$ cat src/rtl/segment_transition_ctl.sv
// Segment swap sequencer for the double-buffered modulation / STM read path.
// Latches segment requests, waits for the selected trigger, and counts loop repetitions.
module segment_transition_ctl #(
    parameter int REP_WIDTH  = 16,
    parameter int TIME_WIDTH = 64,
    parameter int GPIO_WIDTH = 4
) (
    input  logic                  CLK,
    input  logic                  RESET_N,
    input  logic                  UPDATE_SETTINGS,
    input  logic                  REQ_RD_SEGMENT,
    input  logic [REP_WIDTH-1:0]  REQ_REP,
    input  logic [7:0]            REQ_MODE,
    input  logic [TIME_WIDTH-1:0] REQ_VALUE,
    input  logic [TIME_WIDTH-1:0] SYS_TIME,
    input  logic [GPIO_WIDTH-1:0] GPIO_IN,
    input  logic                  IDX_WRAP,
    output logic                  SEGMENT,
    output logic                  STOP,
    output logic                  SWAP,
    output logic                  PENDING
);

    typedef enum logic {
        ST_RUN,
        ST_WAIT
    } state_t;

    typedef enum logic [1:0] {
        M_SYNC_IDX,
        M_SYS_TIME,
        M_GPIO,
        M_EXT
    } mode_t;

    localparam logic [REP_WIDTH-1:0] REP_INF = '1;
    localparam logic [REP_WIDTH-1:0] REP_ONE = {{(REP_WIDTH-1){1'b0}}, 1'b1};

    state_t                  state, state_n;
    logic                    seg_q, seg_n;
    logic                    stop_q, stop_n;
    logic                    swap_q, swap_n;
    logic [REP_WIDTH-1:0]    act_rep, act_rep_n;
    mode_t                   act_mode, act_mode_n;
    logic [REP_WIDTH-1:0]    loop_cnt, loop_n;

    logic                    pend_seg;
    logic [REP_WIDTH-1:0]    pend_rep;
    mode_t                   pend_mode;
    logic [TIME_WIDTH-1:0]   pend_value;

    logic [3:0]              gpio_now;
    logic [3:0]              gpio_prev;
    mode_t                   req_mode_dec;
    logic                    trig;
    logic [REP_WIDTH-1:0]    cnt_inc;

    generate
        if (GPIO_WIDTH >= 4) begin : g_gpio_wide
            assign gpio_now = GPIO_IN[3:0];
        end else begin : g_gpio_narrow
            assign gpio_now = {{(4-GPIO_WIDTH){1'b0}}, GPIO_IN};
        end
    endgenerate

    // Unknown mode codes fall back to index-synchronous swapping.
    always_comb begin
        case (REQ_MODE)
            8'h01:   req_mode_dec = M_SYS_TIME;
            8'h02:   req_mode_dec = M_GPIO;
            8'hF0:   req_mode_dec = M_EXT;
            default: req_mode_dec = M_SYNC_IDX;
        endcase
    end

    always_comb begin
        trig = 1'b0;
        case (pend_mode)
            M_SYNC_IDX: trig = IDX_WRAP | stop_q;
            M_SYS_TIME: trig = (SYS_TIME >= pend_value);
            M_GPIO:     trig = gpio_now[pend_value[1:0]] & ~gpio_prev[pend_value[1:0]];
            M_EXT:      trig = 1'b1;
            default:    trig = 1'b0;
        endcase
    end

    assign cnt_inc = (loop_cnt == REP_INF) ? loop_cnt : loop_cnt + REP_ONE;

    always_comb begin
        state_n    = state;
        seg_n      = seg_q;
        stop_n     = stop_q;
        swap_n     = 1'b0;
        act_rep_n  = act_rep;
        act_mode_n = act_mode;
        loop_n     = loop_cnt;

        if (UPDATE_SETTINGS) begin
            // A strobe overrides any trigger or loop event in the same cycle.
            if ((REQ_RD_SEGMENT == seg_q) && (req_mode_dec != M_EXT)) begin
                state_n   = ST_RUN;
                act_rep_n = REQ_REP;
                loop_n    = '0;
                stop_n    = 1'b0;
            end else begin
                state_n = ST_WAIT;
            end
        end else if (state == ST_WAIT) begin
            if (trig) begin
                state_n    = ST_RUN;
                seg_n      = pend_seg;
                swap_n     = 1'b1;
                stop_n     = 1'b0;
                loop_n     = '0;
                act_rep_n  = pend_rep;
                act_mode_n = pend_mode;
            end
        end else begin
            // A wrap seen alongside SWAP belongs to the segment just left.
            if (IDX_WRAP && !stop_q && !swap_q) begin
                loop_n = cnt_inc;
                if ((act_rep != REP_INF) && (cnt_inc == act_rep + REP_ONE)) begin
                    if (act_mode == M_EXT) begin
                        seg_n  = ~seg_q;
                        swap_n = 1'b1;
                        loop_n = '0;
                    end else begin
                        stop_n = 1'b1;
                    end
                end
            end
        end
    end

    always_ff @(posedge CLK or negedge RESET_N) begin
        if (!RESET_N) begin
            state     <= ST_RUN;
            seg_q     <= 1'b0;
            stop_q    <= 1'b0;
            swap_q    <= 1'b0;
            act_rep   <= REP_INF;
            act_mode  <= M_SYNC_IDX;
            loop_cnt  <= '0;
            gpio_prev <= '0;
        end else begin
            state     <= state_n;
            seg_q     <= seg_n;
            stop_q    <= stop_n;
            swap_q    <= swap_n;
            act_rep   <= act_rep_n;
            act_mode  <= act_mode_n;
            loop_cnt  <= loop_n;
            gpio_prev <= gpio_now;
        end
    end

    always_ff @(posedge CLK or negedge RESET_N) begin
        if (!RESET_N) begin
            pend_seg   <= 1'b0;
            pend_rep   <= '0;
            pend_mode  <= M_SYNC_IDX;
            pend_value <= '0;
        end else if (UPDATE_SETTINGS) begin
            pend_seg   <= REQ_RD_SEGMENT;
            pend_rep   <= REQ_REP;
            pend_mode  <= req_mode_dec;
            pend_value <= REQ_VALUE;
        end
    end

    assign SEGMENT = seg_q;
    assign STOP    = stop_q;
    assign SWAP    = swap_q;
    assign PENDING = (state == ST_WAIT);

endmodule

$ cat config.mk
export PLATFORM = sky130hd
export DESIGN_NAME = segment_transition_ctl
export DESIGN_NICKNAME = d
export VERILOG_FILES = /design/src/rtl/segment_transition_ctl.sv
export SDC_FILE = /design/constraint.sdc
export NUM_CORES = 1
export LEC_CHECK = 0
export CAP_MARGIN = 20
export CORE_ASPECT_RATIO = 1.75
export CORE_MARGIN = 5
export CORE_UTILIZATION = 55
export CTS_CLUSTER_DIAMETER = 30
export DETAILED_ROUTE_END_ITERATION = 10
export PLACE_DENSITY = 0.91
export SLEW_MARGIN = 15
export SYNTH_ARGS = -nofsm -noshare
export SYNTH_HDL_FRONTEND = slang
export SYNTH_SLANG_ARGS = --single-unit
$ cat constraint.sdc
create_clock -name CLK -period 7.7 [get_ports CLK]
set_input_delay 1.54 -clock CLK [delete_from_list [all_inputs] [get_ports CLK]]
set_output_delay 1.54 -clock CLK [all_outputs]
set_load 0.005 [all_outputs]
After elaboration in Yosys (flattened, before gate mapping)
Index checks and enable logic that the tools add are counted.

storage, ports and cells
  register bits after elaboration = 125
  input port bits = 161

operators by class
  $add $sub $neg = 2
  order comparisons = 2
  equal/unequal tests = 16
  multiplexer cells = 40
  bitwise gates (word level) = 5
  reduce and logical (&&, ||, !) cells = 19

operators by type and width
  operator               count
  $mux 16                12
  $ge 64x64->1           1
  $add 16x1->16 const B  2
  $mux 1                 24
  $eq 16x16->1           1
  $eq 16x16->1 const B   1
  $ne 16x16->1 const B   1
  $reduce_and 5->1       2
  $reduce_bool 2->1      5
  $reduce_and 3->1       3
  $eq 8x1->1 const B     1
  $eq 8x2->1 const B     1
  $eq 8x8->1 const B     1
  $eq 2x2->1 const B     3
  $pmux 2 s3             1
  $reduce_bool 3->1      2
  $bmux 1 s2             2
  $logic_and 1x1->1      4
  $ne 2x1->1 const B     2
  $pmux 1 s4             1
  $lt 2x3->1 const B     1
  $ne 3x2->1 const B     1
  $ne 3x3->1 const B     1
  $not 1->1              3
  7 further kinds        8

Depth between registers and ports, before layout
  depth in word-level cells = 8
  depth in mapped cells = 13

Worst setup path before layout
No wires, ideal clock.

  path type = input-to-reg
  start = in SYS_TIME[25]
  end = reg act_rep[11]
  library setup time = 82 ps
  data arrival time = 4327 ps
  slack = 3291 ps
  cell stages on the path = 10
  buffers on the path = 1
  path through = ha_1 > a21o_1 > nand3_1 > a21oi_1 > or4_1 > a2111o_1 > o31a_1 > a21oi_2 > buf_2 > mux2_2

between the ends
  word-level cells in the longest chain between the ends = 4

RTL lines
  element                      RTL line  text
  start: declaration           15        input logic [TIME_WIDTH-1:0] SYS_TIME,
  $ge 64x64->1                 80        M_SYS_TIME: trig = (SYS_TIME >= pend_value);
  $pmux 1 s4                   78        case (pend_mode)
  $reduce_bool 2->1 (no line)  --
  $reduce_and 3->1 (no line)   --
  end signal: assignment       150       act_rep <= act_rep_n;
  end: declaration             43        logic [REP_WIDTH-1:0] act_rep, act_rep_n;

Every way passes these cells.
A chain may end at the register's enable or synchronous reset.

Final worst setup path
  start = in SYS_TIME[31]
  end = reg act_rep[4]

The elaborated chain is that of the path after synthesis.

==> results.sh <==
export IMPL_status="completed"
export IMPL_place_inst=1102
export IMPL_drive_gt1_share_pct=10.4
export IMPL_worstSetupPathType="in2reg"
export IMPL_start_kind="primary input"
export IMPL_die_area_um2=16000
export IMPL_synth_warnings=0
export IMPL_synthCells=789
export IMPL_antenna_found_initial=0
export IMPL_seq_power_share_pct=38.4
export IMPL_arrival_ns=5.28
export IMPL_cts_resized=0
export IMPL_fin_crit_ns=4.93
export IMPL_wl_mm=21.3
export IMPL_synth_seq_cells=125
export IMPL_fin_cells=1135
export IMPL_die_w_um=97.8
export IMPL_overflow=0
export IMPL_initial_core_util_pct=55.8
export IMPL_internal_power_mw=1.60
export IMPL_cts_root_buf="clkbuf_16"
export IMPL_dp_hpwl_mm=15.3
export IMPL_comb_power_share_pct=25.4
export IMPL_crit_fanout=18
export IMPL_yosysSeqAreaShare_pct=42.4
export IMPL_cts_buffer_depth=2
export IMPL_p_sw_uw=690
export IMPL_dieHeight_um=164
export IMPL_dr_first_iter_drc_count=297
export IMPL_synthFlopType="dfrtp_1"
export IMPL_syn2layout_area_growth_pct=32.1
export IMPL_num_vias=6690
export IMPL_clkPwrFrac_pct=36.2
export IMPL_maxCapViolCount=0
export IMPL_slew_headroom_pct=29.0
export IMPL_p_per_area_nw_per_um2=233
export IMPL_clkSinkCount=125
export IMPL_core_area_um2=13300
export IMPL_nets=1174
export IMPL_setup_viol=0
export IMPL_numCtsBuffers=17
export IMPL_nFillCells=923
export IMPL_rows=56
export IMPL_grt_pass1_wl_mm=33.8
export IMPL_cp_required_ns=8.05
export IMPL_peakVddDrop_v=0.000184
export IMPL_clk_latency_ns=0.42
export IMPL_cts_tree="yes"
export IMPL_synthesis_nets=1016
export IMPL_fmax_ghz=0.203
export IMPL_setup_tns_final_ns=0
export IMPL_rsz0062_at_grt="false"
export IMPL_syn_avg_cell_area_um2=9.41
export IMPL_synthTopCellsByArea="dfrtp_1, ha_1, dfstp_2, o21ai_0, mux2_2"
export IMPL_fin_hold_ws_ns=0.492
export IMPL_multi_input_area_um2=3880
export IMPL_synthTopCellsByCount="dfrtp_1, nand2_1, o21ai_0"
export IMPL_synth_edf_count=0
export IMPL_endpoint_kind="flop"
export IMPL_drc=0
export IMPL_routed_via_density=5.89
export IMPL_cts_hold_buffers_added=0
export IMPL_top_level_ports=165
export IMPL_yosysTopAreaCell="dfrtp_1"
export IMPL_post_drt_wl_per_cell_um=18.7
export IMPL_fin_crit_sh_pct=64.1
export IMPL_p_leak_nw=4.27
export IMPL_yosysMostFrequentCell="dfrtp_1"
export IMPL_postRouteAntennaNets=0
export IMPL_clkSlewWorstSetupHoldPaths_ns=0.06
export IMPL_grt_pass1_vias=7114
export IMPL_port_buffers=164
export IMPL_place_congestion=0.952
export IMPL_regArea_um2=3150
export IMPL_swShare_pct=30.1
export IMPL_netlist_area_um2=7430
export IMPL_synth_top_area_share_pct=36.7
export IMPL_synthDistinctLibCells=65
export IMPL_grt_max_degree=95
export IMPL_final_hold_violation_count=0
export IMPL_cts_setup_buffers=0
export IMPL_tightest_slew_ns=1.06
export IMPL_hold_class="reg2reg"
export IMPL_dr_pass1_iters=5
export IMPL_final_max_slew_viol_count=0
export IMPL_grt_usage_pct=26.6
export IMPL_htreeDepth=4
export IMPL_finalClockSkew_ns=0.0102
export IMPL_async_flop_share_pct=100
## cell families after synthesis
family,after synthesis,share of synthesized area [%]
compound gates,171,13.9
xor+xnor,30,3.72
fa+ha+maj,67,11.3
buf+inv,104,5.39
flops,125,42.4
mux,42,6.25
simple gates,250,17.1
## layout by cell type (no fill, tap or decap), drive strengths merged, types with 5 or more instances in the layout
master / netlist / routed
ha: 66 / 66
nand3: 34 / 34
o21ai: 82 / 82
nand2b: 5 / 5
nor3: 12 / 12
a31oi: 7 / 7
nor4: 11 / 11
nor2: 25 / 25
mux2i: 7 / 7
and3: 5 / 5
xnor2: 19 / 19
dfstp: 16 / 16
a21o: 7 / 7
nand4: 27 / 27
nand2: 101 / 101
dfrtp: 109 / 109
o211ai: 5 / 5
clkinvlp: 0 / 5
inv: 76 / 77
a21oi: 35 / 35
clkdlybuf4s50: 0 / 162
mux2: 35 / 35
and4: 5 / 5
buf: 9 / 5
xor2: 10 / 10
or4: 6 / 6
clkbuf: 19 / 19
## layer usage
layer / vias up / wire length, um / global-route usage, % / share of wire, %
li1: 3130 / - / - / -
met5: - / 0 / 0 / 0
met4: 0 / 1390 / 18.0 / 6.5
met2: 291 / 11300 / 48.7 / 53
met3: 91 / 1450 / 6.80 / 6.8
met1: 3178 / 7140 / 26.0 / 34
## through the flow
step	utilization, %	power (mW)	worst slack (ns)	area [um^2]
final	73.7	2.29	2.77	9810
after global routing	73.6	2.39	2.64	9800
after CTS	73.6	2.29	2.79	9800
after detailed placement	69.1	1.45	2.36	9190
after global placement	69.1	1.42	2.40	9190
after floorplan	-	1.23	3.29	7430
## flip-flops by register name, indices dropped and copies added (netlist names), 2 cells and up
signal      cells
act_rep        16
act_mode        2
pend_value     64
loop_cnt       16
pend_rep       16
gpio_prev       4
pend_mode       2
## power groups by stage
stage | clock network [mW] | registers (mW) | logic (mW)
after global placement | 0 | 0.880 | 0.542
after CTS | 0.835 | 0.877 | 0.578
final | 0.829 | 0.879 | 0.581
after floorplan | 0 | 0.855 | 0.371
after global routing | 0.865 | 0.890 | 0.636
after detailed placement | 0 | 0.886 | 0.564
## worst max-delay path, stage by stage
cell and delay, ns:
clkdlybuf4s50_1 0.43, ha_1 0.37, nand4_1 0.17, a21oi_1 0.05, or4_1 0.60, a2111o_1 0.47, o31a_1 0.40, a21oi_2 0.80
mux2_2 0.43
## cell type report
type | count | area share (%)
diodes | 1 | 0.0255
clock buffers | 19 | 4.52
clock inverters | 13 | 1.71
inverters | 76 | 2.91
multi-input cells | 560 | 39.6
flip-flops and latches | 125 | 32.1
well taps | 174 | 2.22
repair buffers | 167 | 16.9
## worst paths after layout
| path | slack, ns | endpoint | from | cells after the start |
|---|---|---|---|---|
| min in group asynchronous | 1.15 | pend_value[23] | RESET_N | 1 |
| hold / removal | 0.49 | pend_rep[5] | pend_rep[5] | 1 |
| max in group asynchronous | 5.12 | PENDING | RESET_N | 2 |
| hold reg to reg | 0.49 | pend_rep[5] | pend_rep[5] | 1 |
| setup / recovery | 2.77 | act_rep[4] | SYS_TIME[31] | 9 |
| setup reg to reg | 3.54 | loop_cnt[8] | loop_cnt[0] | 10 |
Power figures use the tool's default switching activity.
